File: config.mk
export PLATFORM = sky130hd
export DESIGN_NAME = pipe_hazard_ctrl
export DESIGN_NICKNAME = d
export VERILOG_FILES = /design/src/rtl/pipe_pkg.sv /design/src/rtl/forward_unit.sv /design/src/rtl/pipe_hazard_ctrl.sv
export SDC_FILE = /design/constraint.sdc
export NUM_CORES = 1
export LEC_CHECK = 0
export CAP_MARGIN = 20
export CORE_MARGIN = 1.5
export CORE_UTILIZATION = 25
export CTS_CLUSTER_SIZE = 12
export DETAILED_ROUTE_END_ITERATION = 8
export SKIP_CTS_REPAIR_TIMING = 1
export SLEW_MARGIN = 10
export SYNTH_ARGS = -nofsm -noshare
export SYNTH_HDL_FRONTEND = slang
export SYNTH_HIERARCHICAL = 1
export SYNTH_SLANG_ARGS = --single-unit
File: constraint.sdc
create_clock -name clk -period 3.3 [get_ports clk]
set_input_delay 0.66 -clock clk [delete_from_list [all_inputs] [get_ports clk]]
set_output_delay 0.66 -clock clk [all_outputs]
set_load 0.1 [all_outputs]
File: src/rtl/pipe_pkg.sv
// -----------------------------------------------------------------------------
// pipe_pkg
// Shared types for the 5-stage pipeline run-control / hazard unit.
//   run_state_t : run-control FSM states
//   fwd_sel_t   : EX operand source select (regfile / MEM alu_out / WB data)
// -----------------------------------------------------------------------------
package pipe_pkg;

    typedef enum logic [1:0] {
        ST_IDLE  = 2'd0,
        ST_RUN   = 2'd1,
        ST_DRAIN = 2'd2,
        ST_DONE  = 2'd3
    } run_state_t;

    typedef enum logic [1:0] {
        FWD_RF  = 2'b00,
        FWD_MEM = 2'b01,
        FWD_WB  = 2'b10
    } fwd_sel_t;

endpackage : pipe_pkg

File: src/rtl/forward_unit.sv
// -----------------------------------------------------------------------------
// forward_unit
// Combinational operand-forwarding select for one EX source operand.
// The younger producer (MEM) wins over the older one (WB).
// Ports:
//   ex_valid_i      EX stage holds a real instruction
//   ex_rs_i         source register of this operand
//   mem_valid_i     MEM stage holds a real instruction
//   mem_reg_write_i MEM instruction writes the register file
//   mem_rd_i        MEM destination register
//   wb_valid_i      WB stage holds a real instruction
//   wb_reg_write_i  WB instruction writes the register file
//   wb_rd_i         WB destination register
//   fwd_sel_o       00 regfile, 01 MEM alu_out, 10 WB data
// -----------------------------------------------------------------------------
module forward_unit
    import pipe_pkg::*;
#(
    parameter int REG_AW = 4
) (
    input  logic              ex_valid_i,
    input  logic [REG_AW-1:0] ex_rs_i,
    input  logic              mem_valid_i,
    input  logic              mem_reg_write_i,
    input  logic [REG_AW-1:0] mem_rd_i,
    input  logic              wb_valid_i,
    input  logic              wb_reg_write_i,
    input  logic [REG_AW-1:0] wb_rd_i,
    output logic [1:0]        fwd_sel_o
);

    fwd_sel_t sel;

    // NOTE: every signal written in always_comb gets a default first so no path leaves it unassigned (no latch).
    always_comb begin
        sel = FWD_RF;
        if (ex_valid_i) begin
            if (mem_valid_i && mem_reg_write_i && (mem_rd_i == ex_rs_i)) begin
                sel = FWD_MEM;
            end else if (wb_valid_i && wb_reg_write_i && (wb_rd_i == ex_rs_i)) begin
                sel = FWD_WB;
            end
        end
    end

    assign fwd_sel_o = sel;

endmodule : forward_unit

File: src/rtl/pipe_hazard_ctrl.sv
// -----------------------------------------------------------------------------
// pipe_hazard_ctrl
// Run-control and hazard unit for a 5-stage (IF/ID/EX/MEM/WB) pipeline.
// Gates fetch on start, tracks per-stage valid bits, inserts load-use stalls,
// flushes on taken branches, selects EX forwarding, drains on HALT and counts
// busy cycles and retired instructions.
// Ports:
//   clk, rst                    clock, synchronous active-high reset
//   start                       run request (sampled in IDLE/DONE)
//   id_rs1/2, id_use_rs1/2      ID source regs and their use flags
//   id_halt                     ID instruction is HALT
//   ex_rs1/2, ex_rd             EX source / destination regs
//   ex_mem_read                 EX instruction is a load
//   ex_branch_taken             EX resolved a taken branch/jump
//   mem_rd, mem_reg_write       MEM destination and write flag
//   wb_rd, wb_reg_write         WB destination and write flag
//   pc_en, pc_clr               PC load enable, one-cycle PC clear at run start
//   if_id_en, if_id_flush       IF/ID load enable, IF/ID bubble insert
//   id_ex_flush                 ID/EX bubble insert
//   fwd_a, fwd_b                EX operand selects (00 RF, 01 MEM, 10 WB)
//   busy, done                  state is RUN/DRAIN, state is DONE
//   cycle_cnt, retired_cnt      saturating busy-cycle and retire counters
// -----------------------------------------------------------------------------
module pipe_hazard_ctrl
    import pipe_pkg::*;
#(
    parameter int REG_AW  = 4,
    parameter int CNT_W   = 32,
    parameter int DRAIN_N = 3
) (
    input  logic              clk,
    input  logic              rst,
    input  logic              start,
    input  logic [REG_AW-1:0] id_rs1,
    input  logic [REG_AW-1:0] id_rs2,
    input  logic              id_use_rs1,
    input  logic              id_use_rs2,
    input  logic              id_halt,
    input  logic [REG_AW-1:0] ex_rs1,
    input  logic [REG_AW-1:0] ex_rs2,
    input  logic [REG_AW-1:0] ex_rd,
    input  logic              ex_mem_read,
    input  logic              ex_branch_taken,
    input  logic [REG_AW-1:0] mem_rd,
    input  logic [REG_AW-1:0] wb_rd,
    input  logic              mem_reg_write,
    input  logic              wb_reg_write,
    output logic              pc_en,
    output logic              pc_clr,
    output logic              if_id_en,
    output logic              if_id_flush,
    output logic              id_ex_flush,
    output logic [1:0]        fwd_a,
    output logic [1:0]        fwd_b,
    output logic              busy,
    output logic              done,
    output logic [CNT_W-1:0]  cycle_cnt,
    output logic [CNT_W-1:0]  retired_cnt
);

    localparam int DCW = (DRAIN_N < 1) ? 1 : $clog2(DRAIN_N + 1);

    run_state_t       state_q, state_d;
    logic             v_id_q, v_id_d, v_ex_q, v_ex_d;
    logic             v_mem_q, v_mem_d, v_wb_q, v_wb_d;
    logic [DCW-1:0]   drain_cnt_q, drain_cnt_d;
    logic [CNT_W-1:0] cycle_cnt_q, cycle_cnt_d;
    logic [CNT_W-1:0] retired_cnt_q, retired_cnt_d;

    logic stall, branch, halt_ok, busy_c, clr_cnt;

    // Branch outranks both the load-use stall and a HALT sitting in ID.
    assign branch  = v_ex_q & ex_branch_taken;
    assign stall   = v_ex_q & ex_mem_read &
                     ((id_use_rs1 & (id_rs1 == ex_rd)) | (id_use_rs2 & (id_rs2 == ex_rd)));
    assign halt_ok = v_id_q & id_halt & ~branch & ~stall;
    assign busy_c  = (state_q == ST_RUN) || (state_q == ST_DRAIN);

    always_comb begin
        state_d     = state_q;
        drain_cnt_d = drain_cnt_q;
        v_id_d      = 1'b0;
        v_ex_d      = 1'b0;
        v_mem_d     = 1'b0;
        v_wb_d      = 1'b0;
        pc_en       = 1'b0;
        pc_clr      = 1'b0;
        if_id_en    = 1'b0;
        if_id_flush = 1'b1;
        id_ex_flush = 1'b1;
        clr_cnt     = 1'b0;

        case (state_q)
            ST_IDLE, ST_DONE: begin
                if (start && !rst) begin
                    state_d = ST_RUN;
                    pc_clr  = 1'b1;
                    clr_cnt = 1'b1;
                end
            end
            ST_RUN: begin
                pc_en       = 1'b1;
                if_id_en    = 1'b1;
                if_id_flush = 1'b0;
                id_ex_flush = 1'b0;
                v_mem_d     = v_ex_q;
                v_wb_d      = v_mem_q;
                if (branch) begin
                    if_id_flush = 1'b1;
                    id_ex_flush = 1'b1;
                end else if (stall) begin
                    // Hold PC and IF/ID; the load moves on and EX gets one bubble.
                    pc_en       = 1'b0;
                    if_id_en    = 1'b0;
                    id_ex_flush = 1'b1;
                    v_id_d      = v_id_q;
                end else if (halt_ok) begin
                    // HALT never enters EX; whatever was fetched behind it is dead.
                    id_ex_flush = 1'b1;
                    state_d     = ST_DRAIN;
                    drain_cnt_d = DCW'(DRAIN_N);
                end else begin
                    v_id_d = 1'b1;
                    v_ex_d = v_id_q;
                end
            end
            ST_DRAIN: begin
                // Fetch stays frozen; branches here are older than HALT and are not redirected.
                v_mem_d = v_ex_q;
                v_wb_d  = v_mem_q;
                // Leave on the cycle the counter reaches zero, giving DRAIN_N drain cycles.
                if (drain_cnt_q <= DCW'(1)) begin
                    drain_cnt_d = '0;
                    state_d     = ST_DONE;
                end else begin
                    drain_cnt_d = drain_cnt_q - DCW'(1);
                end
            end
            default: state_d = ST_IDLE;
        endcase

        cycle_cnt_d   = cycle_cnt_q;
        retired_cnt_d = retired_cnt_q;
        if (clr_cnt) begin
            cycle_cnt_d   = '0;
            retired_cnt_d = '0;
        end else begin
            if (busy_c && (cycle_cnt_q != '1)) begin
                cycle_cnt_d = cycle_cnt_q + CNT_W'(1);
            end
            if (v_wb_q && (retired_cnt_q != '1)) begin
                retired_cnt_d = retired_cnt_q + CNT_W'(1);
            end
        end
    end

    // NOTE: state registers use non-blocking assignments so every flop samples pre-edge values.
    always_ff @(posedge clk) begin
        if (rst) begin
            state_q       <= ST_IDLE;
            v_id_q        <= 1'b0;
            v_ex_q        <= 1'b0;
            v_mem_q       <= 1'b0;
            v_wb_q        <= 1'b0;
            drain_cnt_q   <= '0;
            cycle_cnt_q   <= '0;
            retired_cnt_q <= '0;
        end else begin
            state_q       <= state_d;
            v_id_q        <= v_id_d;
            v_ex_q        <= v_ex_d;
            v_mem_q       <= v_mem_d;
            v_wb_q        <= v_wb_d;
            drain_cnt_q   <= drain_cnt_d;
            cycle_cnt_q   <= cycle_cnt_d;
            retired_cnt_q <= retired_cnt_d;
        end
    end

    forward_unit #(.REG_AW(REG_AW)) u_fwd_a (
        .ex_valid_i      (v_ex_q),
        .ex_rs_i         (ex_rs1),
        .mem_valid_i     (v_mem_q),
        .mem_reg_write_i (mem_reg_write),
        .mem_rd_i        (mem_rd),
        .wb_valid_i      (v_wb_q),
        .wb_reg_write_i  (wb_reg_write),
        .wb_rd_i         (wb_rd),
        .fwd_sel_o       (fwd_a)
    );

    forward_unit #(.REG_AW(REG_AW)) u_fwd_b (
        .ex_valid_i      (v_ex_q),
        .ex_rs_i         (ex_rs2),
        .mem_valid_i     (v_mem_q),
        .mem_reg_write_i (mem_reg_write),
        .mem_rd_i        (mem_rd),
        .wb_valid_i      (v_wb_q),
        .wb_reg_write_i  (wb_reg_write),
        .wb_rd_i         (wb_rd),
        .fwd_sel_o       (fwd_b)
    );

    assign busy        = busy_c;
    assign done        = (state_q == ST_DONE);
    assign cycle_cnt   = cycle_cnt_q;
    assign retired_cnt = retired_cnt_q;

endmodule : pipe_hazard_ctrl

==> run summary <==
SYNTH
---------------------------------------------------------------------------------
Synth async-reset ratio ............................................            0
Share of the synthesized area in the top cell type .................       0.3861
Library cell occupying the most area in the post-synthesis netlist .      dfxtp_1
Number of synthesis warnings .......................................            6
Synth cell types ...................................................           47
Synthesized area per cell ..........................................    8.603 um2
Post-Syn Nets ......................................................          478
Number of storage elements in the synthesis netlist ................           72
Top post-synthesis cells by area ................................... dfxtp_1, xor2_1, xnor2_1, nor2_1, nand3_1
Most instantiated flip-flop cell in the synthesis netlist ..........      dfxtp_1
Post-synthesis cell count ..........................................          434
Number of synthesized flops with an enable pin .....................            0
Portion of the post-synthesis area used by sequential elements .....       0.3861
Cell area after synthesis .......................................... 0.003734 mm2

TIMING
---------------------------------------------------------------------------------
Unrepaired setup endpoints after global routing ....................        false
Final worst path period need .......................................     3.069 ns
Number of hold-slack violations in the final timing report .........            0
Setup TNS ..........................................................         0 ns
Final period util ..................................................       0.9299
Slew headroom ......................................................       0.4471
Top achievable clock speed .........................................    325.9 MHz
Final WS setup .....................................................    0.2313 ns
Worst Max-Slew Pin Slew ............................................    0.8179 ns
Worst Hold Slack ...................................................    0.4994 ns
Endpoints failing setup ............................................            0
Final Slew Violations ..............................................            0
Worst Skew .........................................................  0.005321 ns

WORST SETUP PATH
---------------------------------------------------------------------------------
Worst setup SP type ................................................ primary input
Signal arrival time at the worst endpoint ..........................      2.41 ns
Highest net fanout along the worst path ............................            3
Endpoint class of the critical path ................................   output pin
R2r startpoint ..................................................... state_q[0]$_SDFFE_PP0P_
Crit path max-delay cell type ...................................... clkdlybuf4s50_1
CP Class ...........................................................    in -> out
Worst reg2reg setup slack ..........................................      0.79 ns
Critical Path RT ...................................................      2.64 ns
Combined buffer and inverter count along the critical path .........            2
Number of cells on the worst reg-to-reg path .......................            8
Cell repeated most along the worst path ............................       nor2_1
Endpoint of the worst register-to-register path .................... cycle_cnt[31]$_SDFFE_PP0P_
Chain of cells forming the critical path ........................... clkdlybuf4s50_1 > xnor2_1 > nand4_1 > nor4_1 > nor2_1 > nor2_1 > nor2_2 > buf_12
Cell class contributing the biggest share of worst-path delay ...... simple AND/OR/NAND/NOR gates
Highest cell delay on the worst timing path ........................      0.51 ns

FLOORPLANNING
---------------------------------------------------------------------------------
DIE HEIGHT .........................................................     125.2 um
Horizontal die dimension ...........................................     125.2 um
Core footprint .....................................................  0.01453 mm2
Die area ...........................................................  0.01568 mm2
Effective utilization at floorplan .................................       0.2569
Number of rows in the core area ....................................           44
Top-Level Pins .....................................................          113

PLACEMENT
---------------------------------------------------------------------------------
Final HPWL from detailed placement .................................     7.069 mm
Worst slack at placement ...........................................    0.2424 ns
Placer's final routability congestion estimate .....................       0.7804
I/O Buffers ........................................................          112
Cell area after placement .......................................... 0.004964 mm2

HOLD PATH
---------------------------------------------------------------------------------
Source of the worst hold timing path ............................... v_mem_q$_SDFF_PP0_
Min-delay worst type ...............................................   reg -> reg
WHS Endpoint ....................................................... v_wb_q$_SDFF_PP0_
Number of cells on the worst hold path .............................            1

JOB
---------------------------------------------------------------------------------
Max Cap Violations .................................................            0

CTS
---------------------------------------------------------------------------------
Clock transition at the registers of the reported paths ............      0.06 ns
Clock sink count ...................................................           72
TritonCTS clock tree ...............................................        built
Total clock buffers created by CTS .................................            9
Worst-skew pair later-pin latency ..................................      0.33 ns
# H-tree levels ....................................................            3
Maximum clock path buffer count ....................................            2
Clock tree root buffer cell ........................................    clkbuf_16

FINAL LAYOUT
---------------------------------------------------------------------------------
Antenna Diode Count ................................................            0
Synth-to-layout area growth ........................................       39.44%
Nets ...............................................................          590
Core Util, Final ...................................................       0.3582
Final std cell area, no fill ....................................... 0.005206 mm2
Layout cell share with drive strength beyond 1 .....................       0.1953

ROUTE
---------------------------------------------------------------------------------
Via/cell ratio .....................................................        4.684
Final Routed Wirelength ............................................     9.389 mm
Average wire per standard cell .....................................     12.83 um
Detailed-route via count ...........................................         3429
Initial DRT Pass Iterations ........................................            4
Post-detailed-route DRC marker count ...............................            0
Detail Route Antenna Nets ..........................................            0
Initial drt markers ................................................          174

GLOBAL ROUTE
---------------------------------------------------------------------------------
Initial antenna violation count ....................................            0
Via count of the first global-routing pass .........................         3257
All-Layer GR Usage .................................................       0.1214
Total congestion overflow ..........................................            0
Largest net degree at the start of global routing ..................           65
First-pass GRT wire length .........................................     15.65 mm

RUN STATUS
---------------------------------------------------------------------------------
Run status ......................................................... finished clean

POWER AND IR DROP
---------------------------------------------------------------------------------
Pwr Density ........................................................ 501.4 mW/mm2
Leakage Power ......................................................     1.965 nW
Maximum vdd ir drop ................................................    0.5989 mV

how the worst max path moves through the flow:
stage	from	end	slack, ns	cells after the start
global placement	ex_rd[2]	pc_en	0.30	8
detailed placement	ex_rd[2]	pc_en	0.24	8
global route	ex_rd[0]	id_ex_flush	0.06	7
CTS	ex_rd[2]	pc_en	0.25	8
floorplan	ex_rd[0]	pc_en	0.23	7
finish	ex_rd[2]	pc_en	0.23	8
layer usage:
layer  GRT usage  share of wire  routed length (um)
met1      0.1487           0.45                4193
met2      0.1964           0.48                4486
met3     0.04151          0.060                 564
met4     0.04679          0.015                 144
met5           0              0                   0
registers in the layout, summed over array words and instances (netlist names):
name	flops
retired_cnt	32
v_id_q	1
cycle_cnt	32
v_wb_q	1
drain_cnt_q	2
v_ex_q	1
v_mem_q	1
state_q	2
cell usage after synthesis (2+ instances only):
cell type,number
nor3_1,6
and3_2,2
nor2b_1,3
ha_1,6
mux2i_1,2
and2_1,7
dfxtp_1,72
a21oi_1,9
nand2b_1,5
nand3_1,36
inv_1,11
xor2_1,50
clkbuf_1,9
nand4_1,17
nor4_2,2
o31ai_1,2
nor3b_1,4
nor2_1,71
o21ai_0,5
xnor2_1,31
or3_1,5
nand2_1,27
nor4_1,3
a31oi_1,3
and3_1,13
and4_1,11
nor3_2,2
area by class of cell:
cell class	instances	area, um2
Fill cell	1483	9328
Clock buffer	11	232.7
Clock inverter	2	10.01
Multi-Input combinational cell	339	2210
Sequential cell	72	1441
Inverter	11	41.29
Tap cell	184	230.2
Timing Repair Buffer	113	1041
power by group:
| part | switching, mW | leakage (nW) | internal (mW) |
|---|---|---|---|
| Clock | 0.345 | 0.121 | 0.494 |
| Combinational | 0.589 | 1.26 | 0.257 |
| Sequential | 0.0290 | 0.581 | 0.896 |
| Total | 0.964 | 1.97 | 1.65 |
stage by stage:
step / total power, mW / instances
2_1_floorplan: 1.536 / 434
3_3_place_gp: 1.787 / 719
3_5_place_dp: 1.797 / 719
4_1_cts: 2.654 / 732
5_1_grt: 2.737 / 732
6_report: 2.610 / 732
cell families after synthesis:
kind of cell / synth area share
and+or+nand+nor: 0.3184
xor gates and xnor gates: 0.1900
DFF: 0.3861
AOI/OAI and AO/OA: 0.05396
buffers and inverters: 0.02614
adders and majority gates: 0.02011
muxes: 0.005362
cells in the final DEF, fill, tap and decap left out, drive strengths merged, types with 5 or more instances in the layout:
cell type	Yosys	routed
xnor2	31	31
dfxtp	72	72
nand2b	5	5
a21oi	9	9
xor2	50	50
or3	5	5
nand2	27	27
o21ai	5	5
and4	13	13
nor3	8	8
clkbuf	9	11
nor2	71	71
inv	11	11
and2	8	8
clkdlybuf4s50	0	37
and3	15	15
buf	3	76
nor4	6	6
ha	6	6
nand4	17	17
nand3	36	36
(Power assumes the default switching activity.)
